$ cat src/rtl/dmac_xfer_seq_if.sv
// Request/response bus between the DMA transfer sequencer
// and the AHB master controller beneath it.
interface dmac_xfer_seq_if;
    logic        rd;
    logic        wr;
    logic [31:0] addr;
    logic [31:0] wdata;
    logic        rd_en;
    logic [31:0] rdata;
    logic        wr_done;
    logic        hresp;

    modport master (
        output rd, wr, addr, wdata,
        input  rd_en, rdata, wr_done, hresp
    );

    modport slave (
        input  rd, wr, addr, wdata,
        output rd_en, rdata, wr_done, hresp
    );
endinterface

$ cat src/rtl/dmac_xfer_seq.sv
// Single-channel DMA copy sequencer: read a chunk into a buffer, then write it out.
// Define DMAC_SEQ_ERR_EN to abort on hresp and raise the sticky err flag.
module dmac_xfer_seq #(
    parameter int BURST = 4,
    parameter int LEN_W = 16
) (
    input  logic             clk,
    input  logic             rst,
    input  logic             start,
    input  logic [31:0]      src_addr,
    input  logic [31:0]      dst_addr,
    input  logic [LEN_W-1:0] len,
    output logic             busy,
    output logic             done,
    output logic             err,
    dmac_xfer_seq_if.master  bus
);

    localparam int IDX_W = (BURST > 1) ? $clog2(BURST) : 1;

    typedef enum logic [2:0] {
        IDLE, RD_REQ, RD_WAIT, WR_REQ, WR_WAIT, FIN
    } state_t;

    state_t             state_q, state_d;
    logic [31:0]        src_q, src_d;
    logic [31:0]        dst_q, dst_d;
    logic [LEN_W-1:0]   rem_q, rem_d;
    logic [IDX_W-1:0]   idx_q, idx_d;
    logic [IDX_W-1:0]   last_q, last_d;
    logic               err_q, err_d;
    logic               buf_we;
    logic               resp_err;
    logic               idx_last;
    logic [31:0]        buf_q [BURST];

`ifdef DMAC_SEQ_ERR_EN
    assign resp_err = bus.hresp;
`else
    wire unused_hresp = bus.hresp;
    assign resp_err = 1'b0;
`endif

    // Last buffer index of a chunk of min(BURST, r) words.
    function automatic logic [IDX_W-1:0] chunk_last(input logic [LEN_W-1:0] r);
        if (r >= LEN_W'(BURST))
            return IDX_W'(BURST - 1);
        return IDX_W'(r - 1'b1);
    endfunction

    assign idx_last = (idx_q == last_q);

    always_comb begin
        state_d = state_q;
        src_d   = src_q;
        dst_d   = dst_q;
        rem_d   = rem_q;
        idx_d   = idx_q;
        last_d  = last_q;
        err_d   = err_q;
        buf_we  = 1'b0;
        unique case (state_q)
            IDLE: begin
                if (start) begin
                    src_d   = {src_addr[31:2], 2'b00};
                    dst_d   = {dst_addr[31:2], 2'b00};
                    rem_d   = len;
                    err_d   = 1'b0;
                    idx_d   = '0;
                    last_d  = chunk_last(len);
                    state_d = (len == '0) ? FIN : RD_REQ;
                end
            end
            RD_REQ: state_d = RD_WAIT;
            RD_WAIT: begin
                if (bus.rd_en) begin
                    if (resp_err) begin
                        err_d   = 1'b1;
                        state_d = FIN;
                    end else begin
                        buf_we = 1'b1;
                        src_d  = src_q + 32'd4;
                        if (idx_last) begin
                            idx_d   = '0;
                            state_d = WR_REQ;
                        end else begin
                            idx_d   = idx_q + 1'b1;
                            state_d = RD_REQ;
                        end
                    end
                end
            end
            WR_REQ: state_d = WR_WAIT;
            WR_WAIT: begin
                if (bus.wr_done) begin
                    if (resp_err) begin
                        err_d   = 1'b1;
                        state_d = FIN;
                    end else begin
                        dst_d = dst_q + 32'd4;
                        rem_d = rem_q - 1'b1;
                        if (idx_last) begin
                            idx_d   = '0;
                            last_d  = chunk_last(rem_d);
                            state_d = (rem_d == '0) ? FIN : RD_REQ;
                        end else begin
                            idx_d   = idx_q + 1'b1;
                            state_d = WR_REQ;
                        end
                    end
                end
            end
            FIN:     state_d = IDLE;
            default: state_d = IDLE;
        endcase
    end

    always_ff @(posedge clk or negedge rst) begin
        if (!rst) begin
            state_q <= IDLE;
            src_q   <= '0;
            dst_q   <= '0;
            rem_q   <= '0;
            idx_q   <= '0;
            last_q  <= '0;
            err_q   <= 1'b0;
        end else begin
            state_q <= state_d;
            src_q   <= src_d;
            dst_q   <= dst_d;
            rem_q   <= rem_d;
            idx_q   <= idx_d;
            last_q  <= last_d;
            err_q   <= err_d;
        end
    end

    // Chunk buffer holds no reset; it is only read after being filled.
    always_ff @(posedge clk) begin
        if (buf_we)
            buf_q[idx_q] <= bus.rdata;
    end

    assign bus.rd    = (state_q == RD_REQ);
    assign bus.wr    = (state_q == WR_REQ);
    assign bus.addr  = bus.rd ? src_q : (bus.wr ? dst_q : 32'd0);
    assign bus.wdata = bus.wr ? buf_q[idx_q] : 32'd0;
    assign busy      = (state_q != IDLE);
    assign done      = (state_q == FIN);
    assign err       = err_q;

endmodule

$ cat src/flat_wrapper.sv
// flat-port wrapper written by rule: the top's interface ports become plain ports
module dmac_xfer_seq_flat 
#(
    parameter int BURST = 4,
    parameter int LEN_W = 16
)
  (clk, rst, start, src_addr, dst_addr, len, busy, done, err, bus_rd, bus_wr, bus_addr, bus_wdata, bus_rd_en, bus_rdata, bus_wr_done, bus_hresp);
  dmac_xfer_seq_if bus_i ();
  input  logic clk;
  input  logic rst;
  input  logic start;
  input  logic [31:0] src_addr;
  input  logic [31:0] dst_addr;
  input  logic [LEN_W-1:0] len;
  output logic busy;
  output logic done;
  output logic err;
  output wire logic [$bits(bus_i.rd)-1:0] bus_rd;
  output wire logic [$bits(bus_i.wr)-1:0] bus_wr;
  output wire logic [$bits(bus_i.addr)-1:0] bus_addr;
  output wire logic [$bits(bus_i.wdata)-1:0] bus_wdata;
  input wire logic [$bits(bus_i.rd_en)-1:0] bus_rd_en;
  input wire logic [$bits(bus_i.rdata)-1:0] bus_rdata;
  input wire logic [$bits(bus_i.wr_done)-1:0] bus_wr_done;
  input wire logic [$bits(bus_i.hresp)-1:0] bus_hresp;
  assign bus_rd = bus_i.rd;
  assign bus_wr = bus_i.wr;
  assign bus_addr = bus_i.addr;
  assign bus_wdata = bus_i.wdata;
  assign bus_i.rd_en = bus_rd_en;
  assign bus_i.rdata = bus_rdata;
  assign bus_i.wr_done = bus_wr_done;
  assign bus_i.hresp = bus_hresp;
  dmac_xfer_seq #(.BURST(BURST), .LEN_W(LEN_W)) u_core (.clk(clk), .rst(rst), .start(start), .src_addr(src_addr), .dst_addr(dst_addr), .len(len), .busy(busy), .done(done), .err(err), .bus(bus_i));
endmodule
$ cat config.mk
export PLATFORM = sky130hd
export DESIGN_NAME = dmac_xfer_seq_flat
export DESIGN_NICKNAME = d
export VERILOG_FILES = /design/src/rtl/dmac_xfer_seq_if.sv /design/src/rtl/dmac_xfer_seq.sv /design/src/flat_wrapper.sv
export SDC_FILE = /design/constraint.sdc
export NUM_CORES = 1
export LEC_CHECK = 0
export CELL_PAD_IN_SITES_DETAIL_PLACEMENT = 2
export CELL_PAD_IN_SITES_GLOBAL_PLACEMENT = 2
export CORE_MARGIN = 10
export CORE_UTILIZATION = 38
export DETAILED_ROUTE_END_ITERATION = 12
export PLACE_DENSITY = 0.82
export SETUP_SLACK_MARGIN = 0.1
export SLEW_MARGIN = 10
export SYNTH_ARGS = -nofsm -noshare
export SYNTH_HDL_FRONTEND = slang
export SYNTH_SLANG_ARGS = --single-unit
$ cat constraint.sdc
create_clock -name clk -period 5.16 [get_ports clk]
set_input_delay 1.29 -clock clk [delete_from_list [all_inputs] [get_ports clk]]
set_output_delay 1.29 -clock clk [all_outputs]
set_load 0.03 [all_outputs]
Yosys cells after proc, flatten, opt, wreduce, memory -nomap -nowiden:

Memory sizes are Yosys's and may differ from the RTL's.
Index checks and enable logic that the tools add are counted.
Widths: inputs -> output; s select.

* input bits: 118
* output and inout bits: 69
* memories kept: 1
* memory bits (writable): 128
* word-level logic and storage cells: 81
* register bits: 87

* multiplexer cells: 44
* order comparisons: 2
* add/sub/neg operators: 6
* reductions and logical operators: 12
* equal/unequal tests: 10

Memory list
* u_core.buf_q: words 4, bits a word 32, rd ports 1, clocked after Yosys merged registers in 0, wr ports 1, line dmac_xfer_seq.sv:35 `logic [31:0] buf_q [BURST];`

Operator list (count)
* $mux 32: 7
* $pmux 32 s2: 2
* $add 32x3->32 const B: 2
* $ge 16x3->1 const B: 2
* $logic_not 16->1: 2
* $mux 16: 2
* $pmux 16 s2: 1
* $mux 2: 12
* $mux 3: 6
* $sub 16x1->16 const B: 1
* $pmux 3 s5: 1
* $mux 1: 11
* $reduce_and 3->1: 3
* $reduce_and 4->1: 2
* $eq 3x2->1 const B: 2
* $eq 3x3->1 const B: 2
* $ne 2x2->1 const B: 3
* $pmux 2 s3: 1
* $reduce_bool 3->1: 2
* $pmux 2 s2: 1
* $reduce_bool 2->1: 2
* $sub 2x1->2 const B: 2
* $eq 3x1->1 const B: 1
* $logic_not 3->1: 1
* 3 further kinds: 3

Depth between registers and ports, before layout:

* depth in word-level cells: 10
* depth in mapped cells: 9
* gate-level depth less buffers: 7

Worst setup path before layout:

No wires, ideal clock.

* path kind: register to output
* start point: reg u_core.state_q[0]
* end point: out bus_addr[22]
* cell stages (with the launch flop): 5
* data arrival time: 1.905 ns
* buffers on the path: 2
* slack: 1.965 ns
* data required time: 3.870 ns
* cell sequence: dfrtp_1 > clkbuf_1 > nor3b_1 > clkbuf_1 > a22o_1

* elaborated cells on any way between the ends: 4

RTL lines
* start: declaration: line dmac_xfer_seq.sv:25 `state_t state_q, state_d;`
* start signal: assignment: line dmac_xfer_seq.sv:128 `state_q <= state_d;`
* $eq 3x1->1: line dmac_xfer_seq.sv:144 `assign bus.rd = (state_q == RD_REQ);`
* via bus_rd: line flat_wrapper.sv:18 `output wire logic [$bits(bus_i.rd)-1:0] bus_rd;`
* $mux 32: line dmac_xfer_seq.sv:146 `assign bus.addr = bus.rd ? src_q : (bus.wr ? dst_q : 32'd0);`
* end: declaration: line flat_wrapper.sv:20 `output wire logic [$bits(bus_i.addr)-1:0] bus_addr;`

The timed path passes the listed nets, and every way through them passes these cells.

Worst setup path after layout:

* start point: reg u_core.state_q[0]
* end point: out bus_wdata[5]

* cells in the longest elaborated chain, start to end: 2

RTL lines
* $eq 3x2->1: line dmac_xfer_seq.sv:145 `assign bus.wr = (state_q == WR_REQ);`
* $mux 32: line dmac_xfer_seq.sv:147 `assign bus.wdata = bus.wr ? buf_q[idx_q] : 32'd0;`
* end: declaration: line flat_wrapper.sv:21 `output wire logic [$bits(bus_i.wdata)-1:0] bus_wdata;`

Every way passes these cells.

==> run metrics <==
result of the run finished clean; die outline area 35350 µm²; setup repair after global routing missed its margin false; final setup violation count 0; Place WS 1090 ps; maximum buffer depth of the clock tree 3; max cap viols 0; proportion of layout cells with a drive suffix above 1 0.09554; DRT antenna net count 0; Final nets 1211; arrival time at the worst endpoint 3340 ps; Avg Vias per Cell 5.922; Final Wtd Congestion 0.8158; total number of vias 8747; dominant synthesized flop cell edfxtp_1; Pre-antenna DRT Iters 5; clock latency reported for the late side of the worst-skew pair 540 ps; post-CTS clock slew at the launch and capture registers of the worst setup and hold paths 60 ps; Final Hold Fails 0; Clock Sink Count 211; Worst Hold Slack 575.7 ps; global routing usage on met3 0.02968; yosys synthesis warning count 0; CTS tree done; Post-DP HPWL 26.87 mm; Fin Clk Skew 14.83 ps; slew at the pin closest to its max-slew limit 1155 ps; Max Fanout on Critical Path 41; total routing resource utilization after global routing 0.2132; P_leak 4.739 nW; Netlist Area Pre-Place 10730 µm²; routing usage on met1 0.2775; register bit total from synthesis 211; Cell Count, Final, Fillers Out 1477; post-layout util 0.4888; Initial Util 0.3851; postcts setup bufs 0; Mean Syn Cell Area 11.46 µm²; number of synthesized flops with an enable pin 128; initial DRC count 783; Cell Pwr Density 595.6 nW/µm²; sequential element share of the synthesized area 0.5519; Hold WC Path Type reg2reg; busiest layer in global routing met2; met2 track demand over resource in global routing 0.3681; Largest stage delay, worst path 810 ps; fmax 216.1 MHz; first-pass GRT wire length 59.97 mm; crit start category flip-flop; pin count of the biggest net entering global routing 76; Die Height 188.0 µm; average wire per standard cell 26.41 µm; IO Count 187; # diodes 0; area overhead of the layout relative to synthesis 26.94%; slowest cell on the critical path and3b_2; final total power 8.110 mW; Die W 188.0 µm; fin worst setup slack 532.5 ps; number of buffer cells added on primary ports 178; clock root cell clkbuf_16; Cell Area, Placed 12820 µm²; final setup TNS 0 ps; Data required, critical path 3870 ps; Post-CTS Hold Fix Bufs 0; fillers 2764; async set-or-reset flop fraction in the synthesized netlist 0.3934; synthesized instance count 936; Final min period 4627 ps; number of distinct library cells after synthesis 71; count of unresolved DRC violations after routing 0; number of antenna violations at the first check in global routing 0; aggregate routed wire length 39.00 mm; number of rows in the core area 61; TritonCTS buffer count 25; part of the cycle the worst path needs 0.8968; maximum level of the CTS H-tree 1; Placed Cells incl. Taps 1435; Rel. slew slack 0.2300; worst-case vdd ir drop 0.3274 mV; number of global-route vias before repair 9555; number of slew-limit violations in the final report 0; Congestion Overflow GR 0; cell-by-cell listing of the critical path and3b_2 -> buf_4 -> and2_1 -> clkdlybuf4s50_1; class of the most critical setup path reg2out; count of cells resized by post-cts repair 0; post-route standard cell area excluding fillers 13620 µm²; endpoint type of the worst setup path output port; floorplan core area 27860 µm²
## cells in the final DEF, fill, tap and decap left out, types with 33 or more instances in the layout
master / count
o22ai_1: 33
a21oi_1: 86
clkdlybuf4s50_1: 177
nand3_1: 37
nor2_1: 44
dfrtp_1: 82
o21ai_0: 59
nand2_1: 64
edfxtp_1: 128
and2_1: 36
## report_power, final
group / switching (mW) / internal, mW
Combinational: 2.04 / 1.43
Sequential: 0.674 / 2.19
Clock: 0.732 / 1.04
## layout make-up
type / count / area, µm² / area share
Clock buffer: 28 / 636.9 / 0.04677
Clock inverter: 14 / 156.4 / 0.01148
Inverter: 19 / 71.32 / 0.005237
Multi-Input combinational cell: 632 / 4402 / 0.3232
Sequential cell: 211 / 5922 / 0.4349
Tap cell: 378 / 473.0 / 0.03473
Timing Repair Buffer: 195 / 1957 / 0.1437
## sequential cells by signal, indices dropped and copies added (netlist names)
register and cells:
u_core.buf_q 128, u_core.state_q 3, u_core.src_q 30, u_core.idx_q 2, u_core.dst_q 30, u_core.last_q 2, u_core.rem_q 16
## cell families (layout without fill, tap and decap cells)
kind of cell	count (synthesis)	after routing	synth area share
compound gates	294	294	0.1768
simple gates	282	282	0.1412
flops	211	211	0.5519
buf+inv	95	256	0.04129
mux	39	39	0.07383
fa+ha+maj	9	9	0.01050
xor+xnor	5	5	0.004083
other cells	1	3	0.0003496
## synthesized netlist by cell type, types with 9 or more instances
cell,n,area [µm²]
a31oi_1,12,75.07
a2bb2oi_1,15,131.4
clkbuf_1,58,217.7
a21oi_1,86,430.4
nand3_1,37,185.2
and2_1,37,231.5
dfrtp_1,83,2077
nand4_1,19,118.9
nor3_1,17,85.08
mux4_2,32,720.7
edfxtp_1,128,3844
and3_1,15,93.84
nand2_1,64,240.2
nor2_1,44,165.2
a22o_1,30,262.8
nor4_1,12,75.07
o22ai_1,33,206.5
ha_1,9,112.6
inv_1,19,71.32
o21ai_0,59,295.3
## layer usage
layer / up-vias / part of all wire
met5: - / 0
met2: 217 / 0.51
met4: 0 / 0.020
met1: 4546 / 0.43
met3: 51 / 0.042
li1: 3933 / -
## worst max-delay path, delay by kind of cell, from the launching register on
family | cells | cell delay [ps]
buffers and inverters | 2 | 1090
flip-flops | 1 | 700
AND/OR/NAND/NOR | 2 | 1000
## final timing paths
kind | start | endpoint | slack (ps) | cells past startpoint
max | u_core.state_q[0] | bus_wdata[5] | 530 | 4
min | u_core.src_q[2] | u_core.src_q[2] | 580 | 1
max reg2reg | u_core.rem_q[0] | u_core.last_q[0] | 2240 | 7
min reg2reg | u_core.src_q[2] | u_core.src_q[2] | 580 | 1
max in group asynchronous | rst | u_core.dst_q[13] | 3340 | 2
min in group asynchronous | rst | u_core.dst_q[7] | 860 | 1
Power figures use the tool's default switching activity.
